### src/rtl/four_div_seq.sv
// Sequential unsigned restoring divider: one quotient bit per clock, results held until the next accepted start.
// Optional two's-complement operation when FOUR_DIV_SIGNED_EN is defined.
module four_div_seq #(
  parameter int WIDTH = 4
) (
  input  logic             clk,
  input  logic             rst,
  input  logic             start,
  input  logic [WIDTH-1:0] dividend,
  input  logic [WIDTH-1:0] divisor,
  output logic [WIDTH-1:0] quot,
  output logic [WIDTH-1:0] rem,
  output logic             busy,
  output logic             done,
  output logic             div_zero
);

  localparam int CW = $clog2(WIDTH + 1);

  typedef enum logic [1:0] {S_IDLE, S_RUN, S_DONE} state_t;

  state_t           r_state, w_state_nxt;
  // Stored partial remainder is always < D, so its top bit is provably zero
  // and only the low WIDTH bits are kept; the shifted A is full WIDTH+1.
  logic [WIDTH-1:0] r_a;
  logic [WIDTH-1:0] r_q;
  logic [WIDTH-1:0] r_d;
  logic [CW-1:0]    r_cnt;
  logic [WIDTH-1:0] r_quot, r_rem;
  logic             r_dz;

  logic             w_div0;
  logic [WIDTH-1:0] w_dvd_mag, w_dvs_mag;
  logic [WIDTH:0]   w_a_sh, w_t;
  logic [WIDTH-1:0] w_q_sh, w_a_nxt, w_q_nxt;
  logic [WIDTH-1:0] w_quot_fin, w_rem_fin;
  logic             w_neg, w_last;

  assign w_div0 = (divisor == '0);

`ifdef FOUR_DIV_SIGNED_EN
  logic r_qneg, r_rneg;

  assign w_dvd_mag  = dividend[WIDTH-1] ? -dividend : dividend;
  assign w_dvs_mag  = divisor[WIDTH-1]  ? -divisor  : divisor;
  assign w_quot_fin = r_qneg ? -w_q_nxt : w_q_nxt;
  assign w_rem_fin  = r_rneg ? -w_a_nxt : w_a_nxt;

  always_ff @(posedge clk or posedge rst) begin
    if (rst) begin
      r_qneg <= 1'b0;
      r_rneg <= 1'b0;
    end else if (start && r_state != S_RUN && !w_div0) begin
      r_qneg <= dividend[WIDTH-1] ^ divisor[WIDTH-1];
      r_rneg <= dividend[WIDTH-1];
    end
  end
`else
  assign w_dvd_mag  = dividend;
  assign w_dvs_mag  = divisor;
  assign w_quot_fin = w_q_nxt;
  assign w_rem_fin  = w_a_nxt;
`endif

  // Shift {A,Q} left, then trial-subtract D as A + ~{0,D} + 1.
  assign w_a_sh  = {r_a, r_q[WIDTH-1]};
  assign w_q_sh  = {r_q[WIDTH-2:0], 1'b0};
  assign w_t     = w_a_sh + {1'b1, ~r_d} + {{WIDTH{1'b0}}, 1'b1};
  assign w_neg   = w_t[WIDTH];
  assign w_a_nxt = w_neg ? w_a_sh[WIDTH-1:0] : w_t[WIDTH-1:0];
  assign w_q_nxt = {w_q_sh[WIDTH-1:1], ~w_neg};
  assign w_last  = (r_cnt == CW'(1));

  always_ff @(posedge clk or posedge rst) begin
    if (rst) r_state <= S_IDLE;
    else     r_state <= w_state_nxt;
  end

  always_comb begin
    w_state_nxt = r_state;
    case (r_state)
      S_IDLE, S_DONE: begin
        if (start) w_state_nxt = w_div0 ? S_DONE : S_RUN;
        else       w_state_nxt = S_IDLE;
      end
      S_RUN:   if (w_last) w_state_nxt = S_DONE;
      default: w_state_nxt = S_IDLE;
    endcase
  end

  always_ff @(posedge clk or posedge rst) begin
    if (rst) begin
      r_a    <= '0;
      r_q    <= '0;
      r_d    <= '0;
      r_cnt  <= '0;
      r_quot <= '0;
      r_rem  <= '0;
      r_dz   <= 1'b0;
    end else begin
      case (r_state)
        S_IDLE, S_DONE: begin
          if (start) begin
            if (w_div0) begin
              r_quot <= '1;
              r_rem  <= dividend;
              r_dz   <= 1'b1;
            end else begin
              r_q   <= w_dvd_mag;
              r_a   <= '0;
              r_d   <= w_dvs_mag;
              r_cnt <= CW'(WIDTH);
            end
          end
        end
        S_RUN: begin
          r_a   <= w_a_nxt;
          r_q   <= w_q_nxt;
          r_cnt <= r_cnt - CW'(1);
          if (w_last) begin
            r_quot <= w_quot_fin;
            r_rem  <= w_rem_fin;
            r_dz   <= 1'b0;
          end
        end
        default: ;
      endcase
    end
  end

  assign quot     = r_quot;
  assign rem      = r_rem;
  assign div_zero = r_dz;
  assign busy     = (r_state == S_RUN);
  assign done     = (r_state == S_DONE);

endmodule
### config.mk
export PLATFORM = sky130hd
export DESIGN_NAME = four_div_seq
export DESIGN_NICKNAME = d
export VERILOG_FILES = /design/src/rtl/four_div_seq.sv
export SDC_FILE = /design/constraint.sdc
export NUM_CORES = 1
export LEC_CHECK = 0
export BUFFER_PORTS_ARGS = -buffer_cell sky130_fd_sc_hd__buf_4
export CAP_MARGIN = 20
export CELL_PAD_IN_SITES_DETAIL_PLACEMENT = 1
export CELL_PAD_IN_SITES_GLOBAL_PLACEMENT = 2
export CORE_MARGIN = 4
export CORE_UTILIZATION = 34
export CTS_CLUSTER_SIZE = 40
export DETAILED_ROUTE_END_ITERATION = 8
export HOLD_SLACK_MARGIN = 0.12
export PLACE_DENSITY = 0.86
export SYNTH_ARGS = -nofsm -noshare
export SYNTH_HDL_FRONTEND = slang
export SYNTH_SLANG_ARGS = --single-unit
### constraint.sdc
create_clock -name clk -period 2.31 [get_ports clk]
set_clock_uncertainty 0.05 [all_clocks]
set_input_delay 0.231 -clock clk [delete_from_list [all_inputs] [get_ports clk]]
set_output_delay 0.231 -clock clk [all_outputs]
set_load 0.02 [all_outputs]
==> results by stage <==
STA:
- The worst setup margin is approximately 0.12 ns.
- The number of pins exceeding their max-slew limit in the final report is 0.
- The clock period minus final worst setup slack is 2.19 ns.
- The worst slack on hold paths is ~0.16 ns.
- Setup repair after global routing left no endpoint under its margin.
- Setup total negative slack on the finished layout was measured at 0 ns.
- The post-route clock period utilization is 94.8%.
- Based on the critical path, the design can be clocked at up to 456 MHz.
- Headroom to the max-slew limit came out at about 70%.
- Setup violations remaining at the end of the flow were counted as 0.
- At the pin with the least slew margin, the transition time is 0.463 ns.
- The hold violation total from the final report is 0.

Detailed routing:
- The wire length reported by the detailed router is 3.56 mm.
- The pre-antenna-repair detailed-routing pass consisted of 4 iterations.
- The via total after detailed routing is 1168.
- Dividing the detail-routed via count by the number of cells gives 5.33.
- The total DRC errors in the routed layout is 0.
- The violation count after the first detailed-route iteration is 34.
- Once detail routing completed, the nets flagged for antenna violations numbered 0.
- Dividing the detail-routed wire length by the instance count gives 16.3 µm.

Floorplanning:
- The starting utilization of the core area is 35.2%.
- The area of the die is approximately 0.0052 mm².
- The die is slightly above 70 µm wide.
- The number of top-level pins is 22.
- The total area inside the core boundary comes to 0.00400 mm².
- In this run the vertical extent of the chip is about 72 µm.
- The placement row count is 23.

Power and ir drop:
- The clock power share is 8.7%.
- Sequential cells burn 30.5% of the power.
- Across the VDD grid, the largest voltage drop is roughly 0.74 mV.
- Power spread over the standard cell area amounts to 1690 mW/mm².
- The internal power is 1560 µW.
- The fraction of power consumed by combinational cells is about three fifths.
- The reported leakage power is 0.000774 µW.
- The fraction of power spent switching nets is 45.6%.
- The net switching power is 1310 µW.

Place:
- The sum of net half-perimeters after detailed placement is 2.67 mm.
- At the placement stage, the worst setup path has a slack of -0.0372 ns.
- Summing all placed instances gives a cell area of approximately 0.0016 mm².
- The number of buffer cells added on primary ports is 21.
- The congestion estimate from routability-driven global placement came to between 0.7 and 0.8.

Flow run:
- The count of max-cap constraint violations is 0.

Layout:
- The share of final-layout standard cells stronger than drive strength 1 is 24.3%.
- The library cells used most frequently in the layout, excluding fill and tap cells, are dfrtp_1, buf_4, nor2_1, inv_1, o21ai_0.
- The number of nets in the final layout is 189.
- The total inserted antenna cells is 0.
- The layout overhead on the synthesized area is 21.0%.
- The total of fill cells in the finished design is 462.
- Once layout is complete, the utilization of the core stands at 42.5%.
- With fillers left out, the area of the finished cells amounts to around 0.0017 mm².
- The library cell used most frequently in the layout, excluding fill and tap cells, is dfrtp_1.

GRT:
- The sum of overflow across all layers after global routing is 0.
- The number of global-route vias before repair is about 1200.
- Global routing used 14.6% of the available tracks across all layers.
- The pin count of the biggest net entering global routing is 27.
- The first global-routing pass estimated 5.94 mm of wire.
- The number of antenna violations at the first check in global routing is 0.

Critical path:
- Of all nets on the critical path, the largest fanout is 5.
- The worst setup path is captured at a flop.
- Data on the critical path is required at its endpoint by between 2 and 2.5 ns.
- The critical path data arrival time is 2.33 ns.
- By startpoint and endpoint, the worst setup path is classified as reg2reg.
- The worst register-to-register path has a depth of 9.
- Tracing the worst setup path back leads to its startpoint at r_q[3].
- The startpoint identified for the worst register-to-register timing path is r_q[3].
- The category of the worst setup path launch point is a flop.

Hold path:
- Along the worst hold path, the cell count comes to 2.
- The worst hold path begins at divisor[2].
- The path class of the tightest hold or removal check is in2reg.

CTS:
- The maximum clock path buffer count is 2.
- Clock-pin slew was measured on the worst setup and hold paths at 0.09 ns.
- For this design, the sink count on the clock tree is 26.
- The source-to-sink clock delay at the later pin of the worst-skew pair is ~0.26 ns.
- TritonCTS built the clock tree.
- The depth of the CTS H-tree is 1.
- The root buffer cell chosen for the clock tree is clkbuf_8.
- Clock tree synthesis inserted a total of 3 buffers.

Synthesis:
- The library cell with the largest summed area after synthesis is dfrtp_1.
- The area share of the leading cell type in the synthesized netlist is 46.3%.
- The average instance in the mapped netlist occupies slightly below 10 µm².
- Synthesis handed over a netlist of 145 instances.
- The count of unique library cells instantiated by Yosys is 39.
- Ranked by total cell area, the synthesized netlist is headed by dfrtp_1, nor2_1, ha_1.
- For this run, the number of Yosys warnings is 0.
- The number of nets in the synthesized netlist is roughly 160.
- The post-synthesis sequential area ratio is 46.3%.
- The synthesized netlist occupies a cell area of roughly 0.0014 mm².
- The register bit total from synthesis is 26.

Status:
- The flow ran to the end, and the final reports show no timing, DRC or antenna violations.
==> stage by stage <==
stage	total power, µW	instances
2_1_floorplan	1990	145
3_3_place_gp	2420	213
3_5_place_dp	2480	213
4_1_cts	2780	218
5_1_grt	3130	219
6_report	2880	219
==> power by group through the flow <==
stage	Sequential [µW]	Combinational [µW]	Clock [µW]
floorplan	906	1090	0
global placement	870	1550	0
detailed placement	880	1600	0
CTS	874	1650	260
global route	912	1940	281
finish	876	1750	251
==> cells by family (layout without fill, tap and decap cells) <==
family	count (synthesis)	count (layout)	share of synthesized area, %
AOI/OAI and AO/OA	31	32	14.8
xor gates and xnor gates	3	3	1.87
adders and majority gates	7	7	6.76
buffers and inverters	17	40	5.52
DFF	26	26	46.3
muxes	5	5	3.91
and+or+nand+nor	56	56	20.9
==> path summary, 6_finish.rpt <==
path,to,slack [ns]
min in group asynchronous,quot[3],0.54
hold reg to reg,r_d[0],0.47
setup reg to reg,rem[0],0.12
hold / removal,r_d[2],0.16
max in group asynchronous,r_q[3],1.42
setup / recovery,rem[0],0.12
==> cell type report <==
| cell class | count | area [µm²] | share of cell area, % |
|---|---|---|---|
| clock buffers | 3 | 41.3 | 2.43 |
| inverters | 11 | 41.3 | 2.43 |
| multi-input cells | 103 | 708 | 41.6 |
| flip-flops and latches | 26 | 651 | 38.2 |
| well taps | 50 | 62.6 | 3.68 |
| repair buffers | 26 | 198 | 11.6 |
==> synth_stat cells (all sizes together) <==
library cell,instances
a2111o,1
a2111oi,1
a21boi,1
a21oi,9
a22oi,1
a31oi,3
a41oi,1
and3,3
and4bb,1
buf,5
clkbuf,1
dfrtp,26
fa,1
ha,6
inv,11
mux2,4
mux2i,1
nand2,8
nand2b,4
nand3,4
nor2,21
nor2b,3
nor3,4
nor4,2
nor4b,2
o211ai,1
o21ai,10
o21bai,1
o22ai,2
or2,1
or3,2
or4,1
xnor2,3
==> critical path, stage by stage (launching register included) <==
cell and delay, ns:
dfrtp_1 0.36, inv_1 0.08, ha_1 0.22, fa_1 0.40, nand2b_4 0.18, a21oi_4 0.23, buf_4 0.16, a21boi_0 0.17
nor3_1 0.10, a31oi_1 0.17
==> per-layer routing <==
metal	GRT usage (%)	part of all wire, %	up-vias
met1	19.9	45	600
li1	-	-	554
met4	3.76	0.81	0
met3	1.80	1.4	4
met5	0	0	-
met2	24.5	53	10
==> sequential cells by signal, indices dropped and copies added, names as in the netlist <==
register and flops:
r_q 4, r_cnt 3, quot 4, r_state 2, div_zero 1, rem 4
r_a 4, r_d 4
==> repair_timing <==
action | 4_1_cts | 5_1_grt
setup endpoints to repair | 1 | 7
cloned | 0 | 1
hold buffers | 1 | 0
endpoints found under the hold margin | 26 | 0
gates resized for setup | 1 | 3
pin swaps | 1 | 1
buffers inserted | 1 | 0
Note: power is estimated with default switching activity, not from simulation.
